<file path="src/rtl/sdam_write_scheduler.sv">
// Round-robin write arbiter and serial master for the SDAM-style scl/sda write link.
// Four requesters share one free-running scl; each grant becomes one 26-bit frame plus idle gap.
module sdam_write_scheduler #(
    parameter int unsigned SCL_HALF   = 2,
    parameter int unsigned GAP_BITS   = 2,
    parameter int unsigned FLUSH_BITS = 28
) (
    input  logic        clk,
    input  logic        reset_n,
    input  logic [3:0]  req,
    input  logic [31:0] addr_in,
    input  logic [63:0] data_in,
    output logic [3:0]  grant,
    output logic        busy,
    output logic        done,
    output logic [1:0]  done_id,
    output logic        scl,
    output logic        sda
);

    localparam int unsigned DivW   = (SCL_HALF > 1) ? $clog2(SCL_HALF) : 1;
    localparam int unsigned GapW   = $clog2(GAP_BITS + 1);
    localparam int unsigned FlushW = (FLUSH_BITS > 1) ? $clog2(FLUSH_BITS + 1) : 1;

    localparam logic [DivW-1:0]   DivLast   = DivW'(SCL_HALF - 1);
    localparam logic [GapW-1:0]   GapLast   = GapW'(GAP_BITS - 1);
    localparam logic [FlushW-1:0] FlushLast = FlushW'(FLUSH_BITS - 1);
    localparam logic [4:0]        LastBit   = 5'd25;

    typedef enum logic [1:0] {StFlush, StIdle, StShift, StGap} state_e;

    state_e              state_q;
    logic [DivW-1:0]     div_q;
    logic                scl_q;
    logic                sda_q;
    logic [3:0]          grant_q;
    logic                busy_q;
    logic                done_q;
    logic [1:0]          done_id_q;
    logic [FlushW-1:0]   flush_cnt_q;
    logic [GapW-1:0]     gap_cnt_q;
    logic [4:0]          bit_cnt_q;
    logic [1:0]          ptr_q;
    logic [1:0]          win_q;
    logic [23:0]         sreg_q;

    logic                div_wrap;
    logic                fall_tick;
    logic                win_found;
    logic [1:0]          win_idx;
    logic [1:0]          cand;

    assign div_wrap  = (div_q == DivLast);
    assign fall_tick = div_wrap && scl_q;

    // Scan upward from the requester after the last winner.
    always_comb begin
        win_found = 1'b0;
        win_idx   = ptr_q;
        cand      = ptr_q;
        for (int i = 1; i <= 4; i++) begin
            cand = ptr_q + 2'(i);
            if (!win_found && req[cand]) begin
                win_found = 1'b1;
                win_idx   = cand;
            end
        end
    end

    always_ff @(posedge clk) begin
        if (!reset_n) begin
            state_q     <= StFlush;
            div_q       <= '0;
            scl_q       <= 1'b1;
            sda_q       <= 1'b1;
            grant_q     <= 4'b0000;
            busy_q      <= 1'b0;
            done_q      <= 1'b0;
            done_id_q   <= 2'd0;
            flush_cnt_q <= '0;
            gap_cnt_q   <= '0;
            bit_cnt_q   <= 5'd0;
            ptr_q       <= 2'd3;
            win_q       <= 2'd0;
            sreg_q      <= 24'd0;
        end else begin
            grant_q <= 4'b0000;
            done_q  <= 1'b0;
            // busy stays high through the done cycle and drops one clk later.
            if (done_q) begin
                busy_q <= 1'b0;
            end

            if (div_wrap) begin
                div_q <= '0;
                scl_q <= ~scl_q;
            end else begin
                div_q <= div_q + 1'b1;
            end

            if (fall_tick) begin
                unique case (state_q)
                    StFlush: begin
                        sda_q <= 1'b1;
                        if (FLUSH_BITS == 0 || flush_cnt_q == FlushLast) begin
                            state_q <= StIdle;
                        end else begin
                            flush_cnt_q <= flush_cnt_q + 1'b1;
                        end
                    end
                    StIdle: begin
                        sda_q <= 1'b1;
                        if (win_found) begin
                            ptr_q     <= win_idx;
                            win_q     <= win_idx;
                            grant_q   <= 4'b0001 << win_idx;
                            busy_q    <= 1'b1;
                            sda_q     <= 1'b0;
                            sreg_q    <= {data_in[{win_idx, 4'b0000} +: 16],
                                          addr_in[{win_idx, 3'b000} +: 8]};
                            bit_cnt_q <= 5'd0;
                            state_q   <= StShift;
                        end
                    end
                    StShift: begin
                        if (bit_cnt_q == LastBit) begin
                            sda_q     <= 1'b1;
                            gap_cnt_q <= '0;
                            state_q   <= StGap;
                        end else begin
                            bit_cnt_q <= bit_cnt_q + 1'b1;
                            // Bit 1 is the write-mode flag; payload follows LSB first.
                            if (bit_cnt_q == 5'd0) begin
                                sda_q <= 1'b1;
                            end else begin
                                sda_q  <= sreg_q[0];
                                sreg_q <= {1'b0, sreg_q[23:1]};
                            end
                        end
                    end
                    StGap: begin
                        sda_q <= 1'b1;
                        if (gap_cnt_q == GapLast) begin
                            done_q    <= 1'b1;
                            done_id_q <= win_q;
                            state_q   <= StIdle;
                        end else begin
                            gap_cnt_q <= gap_cnt_q + 1'b1;
                        end
                    end
                    default: state_q <= StFlush;
                endcase
            end
        end
    end

    assign grant   = grant_q;
    assign busy    = busy_q;
    assign done    = done_q;
    assign done_id = done_id_q;
    assign scl     = scl_q;
    assign sda     = sda_q;

endmodule
</file>
<file path="config.mk">
export PLATFORM = sky130hd
export DESIGN_NAME = sdam_write_scheduler
export DESIGN_NICKNAME = d
export VERILOG_FILES = /design/src/rtl/sdam_write_scheduler.sv
export SDC_FILE = /design/constraint.sdc
export NUM_CORES = 1
export LEC_CHECK = 0
export BUFFER_PORTS_ARGS = -buffer_cell sky130_fd_sc_hd__buf_2
export CELL_PAD_IN_SITES_DETAIL_PLACEMENT = 1
export CELL_PAD_IN_SITES_GLOBAL_PLACEMENT = 2
export CORE_ASPECT_RATIO = 0.75
export CORE_MARGIN = 3
export CORE_UTILIZATION = 29
export DETAILED_ROUTE_END_ITERATION = 16
export PLACE_DENSITY = 0.92
export SLEW_MARGIN = 25
export SYNTH_ARGS = -nofsm -noshare
export SYNTH_HDL_FRONTEND = slang
export SYNTH_SLANG_ARGS = --single-unit
</file>
<file path="constraint.sdc">
create_clock -name clk -period 2.3 [get_ports clk]
set_clock_uncertainty 0.15 [all_clocks]
set_input_delay 0.23 -clock clk [delete_from_list [all_inputs] [get_ports clk]]
set_output_delay 0.23 -clock clk [all_outputs]
set_load 0.1 [all_outputs]
</file>
==> out/metrics.yaml <==
synth-adder-area-share_pct: 3.84
synth-compound-area-share_pct: 19.9
clock_path_buffers: 2
die_x_microns: 128
synth.distinct_cells: 37
vias_per_cell: 5.29
ys_top_cells_by_area: "dfxtp_1 (33%), mux2i_1 (16%), and4_1 (6.7%)"
syn_avg_cell_area_sq_um: 8.53
core_sq_um: 10600
synth-seq-cells: 53
final-hold-violation-count: 0
setup_viol: 0
worstMarginPinSlew_ps: 574
dp_hpwl_mm: 6.89
port_buffers: 111
cts_root_buf: "clkbuf_16"
fin_crit_sh_pct: 95.9
pin_count: 112
fin_tns_setup_ps: 0
synth_top_area_share_pct: 32.6
maxCapViolCount: 0
initial_core_util_pct: 30.7
avgRoutedWirePerCell_microns: 15.8
cp_data_arrival_time_ps: 2220
fin_crit_ps: 2210
diodes: 0
synth_xor_area_share_pct: 2.15
use_met3_pct: 3.06
drt_pass1_iterations: 4
vdd_drop_max_uv: 314
cts_hold_buf: 0
mappedNetlistNets: 494
die_h_microns: 97.8
routed_wl_mm: 9.75
cp_max_fo: 24
insertion_delay_ps: 300
muxShareOfSynthArea_pct: 16.0
cts_tree: "yes"
post-cts-setup-buffer-count: 0
synth_edf_count: 0
cts_max_level: 2
multiInputGateArea_sq_um: 1970
holdWs_ps: 87.1
grt_pass1_wl_mm: 15.4
yosysTopAreaCell: "dfxtp_1"
synth_top_family_by_area: "compound AO/OA/AOI/OAI gates"
status: "finished, final reports clean"
drive_above_1_share_pct: 29.2
ys_seq_area_share_pct: 32.6
syn2layout_area_growth_pct: 28.2
clkTransAtPathRegs_ps: 70
cts_made_buffers: 5
cts_sinks: 53
grt_max_degree: 58
row_count: 32
antenna_found_initial: 0
die_area_sq_um: 12600
synth_warnings: 0
slew-limit-headroom_pct: 61.7
drv_slew: 0
grt-ovfl-total: 0
drtAntennaViolNets: 0
synthesis.area_sq_um: 3260
synthCells: 382
powerDensity_nw_per_um2: 487
grt_usage_pct: 14.8
p_total_w: 0.00204
fmax_mhz: 453
grtUsageMet2_pct: 24.1
critical_path_class: "flip-flop to flip-flop"
grt_pass1_vias: 3153
p_leak_nw: 1.88
required_ps: 2310
nNetsFinal: 591
grtUsageMet1_pct: 20.1
synthSimpleGateAreaFrac_pct: 17.2
dominantRegCellSynth: "dfxtp_1"
worstSetupStartpointType: "flip-flop"
crit_path_end_kind: "flip-flop"
drc: 0
vias: 3259
fill_cells: 1278
drt_iter0_markers: 185
hold_class: "primary input to flip-flop"
register_area_sq_um: 1060
top_usage_layer: "met2"
routabilityCongestion: 0.746
synthArstFlopShare_pct: 0
-- cell usage in the layout (no fill, tap or decap), types with 11 or more instances in the layout --
cell | synthesis | layout
a21oi_1 | 11 | 11
a31oi_1 | 24 | 23
and4_1 | 25 | 25
buf_2 | 8 | 111
dfxtp_1 | 53 | 52
inv_1 | 31 | 30
mux2i_1 | 52 | 52
nand3_1 | 15 | 15
nor2_1 | 23 | 23
o21ai_0 | 11 | 11
o21ai_1 | 21 | 19
o221ai_1 | 24 | 23
-- logic make-up after synthesis --
group                      after synthesis
and+or+nand+nor                         94
DFF                                     53
buffers and inverters                   65
AOI/OAI and AO/OA                      100
xor gates and xnor gates                 8
adders and majority gates               10
muxes                                   52
-- worst max-delay path, cell delays in order (launching register included) --
cell      delay [ps]
dfxtp_1          350
inv_2             80
ha_1             150
or3b_1           350
a211o_1          340
buf_12           180
and4_1           190
o21ai_1          150
o221ai_1         140
-- what timing repair did --
| action | CTS | global route |
|---|---|---|
| endpoints found under the setup margin | 0 | 14 |
| gates resized for setup | 0 | 5 |
| hold endpoints to repair | 0 | 0 |
-- synth_stat cells (all sizes together) (2+ instances only) --
master and n:
a21oi 11, a31oi 24, and2 3, and3 3
and4 25, buf 11, clkbuf 22, dfxtp 53
ha 10, inv 31, mux2i 52, nand2 10
nand2b 4, nand3 15, nand3b 2, nand4 2
nand4b 2, nor2 23, nor2b 2, o21a 3
o21ai 32, o221ai 24, xor2 7
-- layer usage --
layer | up-vias | share of wire [%]
li1 | 1604 | -
met1 | 1566 | 47
met2 | 84 | 47
met3 | 5 | 5.5
met4 | 0 | 0.82
met5 | - | 0
-- power breakdown --
part           internal (W)  leakage [nW]  switching (W)
Sequential         0.000924         0.427     0.00000585
Combinational      0.000145          1.37       0.000170
Clock              0.000434        0.0768       0.000356
-- path summary, 6_finish.rpt --
kind | startpoint | endpoint | slack, ps | cells after the start
max | bit_cnt_q[0] | sreg_q[20] | 90 | 8
min | addr_in[15] | sreg_q[7] | 90 | 3
max reg2reg | bit_cnt_q[0] | sreg_q[20] | 90 | 8
min reg2reg | div_q | div_q | 320 | 1
-- per-stage QoR --
step	setup slack [ps]	instances	cell area, sq um	util [%]
2_1_floorplan	98.1	382	3260	-
3_3_place_gp	128	607	3980	37.5
3_5_place_dp	49.0	607	3980	37.5
4_1_cts	28.7	615	4140	39.0
5_1_grt	-2.33	616	4180	39.4
6_report	94.2	616	4180	39.4
-- state kept, by name, summed over array words and instances (netlist names) --
| name | cells |
|---|---|
| sreg_q | 24 |
| gap_cnt_q | 2 |
| win_q | 2 |
| bit_cnt_q | 5 |
| done_id | 2 |
| state_q | 2 |
| done | 1 |
| busy | 1 |
| sda | 1 |
| flush_cnt_q | 5 |
| div_q | 1 |
| ptr_q | 2 |
| scl | 1 |
| grant | 4 |
-- area by class of cell --
type                    count  share of cell area, %
well taps                 136                   4.07
clock buffers               6                   3.33
multi-input cells         264                   47.2
flip-flops and latches     53                   25.4
inverters                  32                   2.88
repair buffers            123                   16.8
clock inverters             2                  0.330
Note: power is estimated with default switching activity, not from simulation.
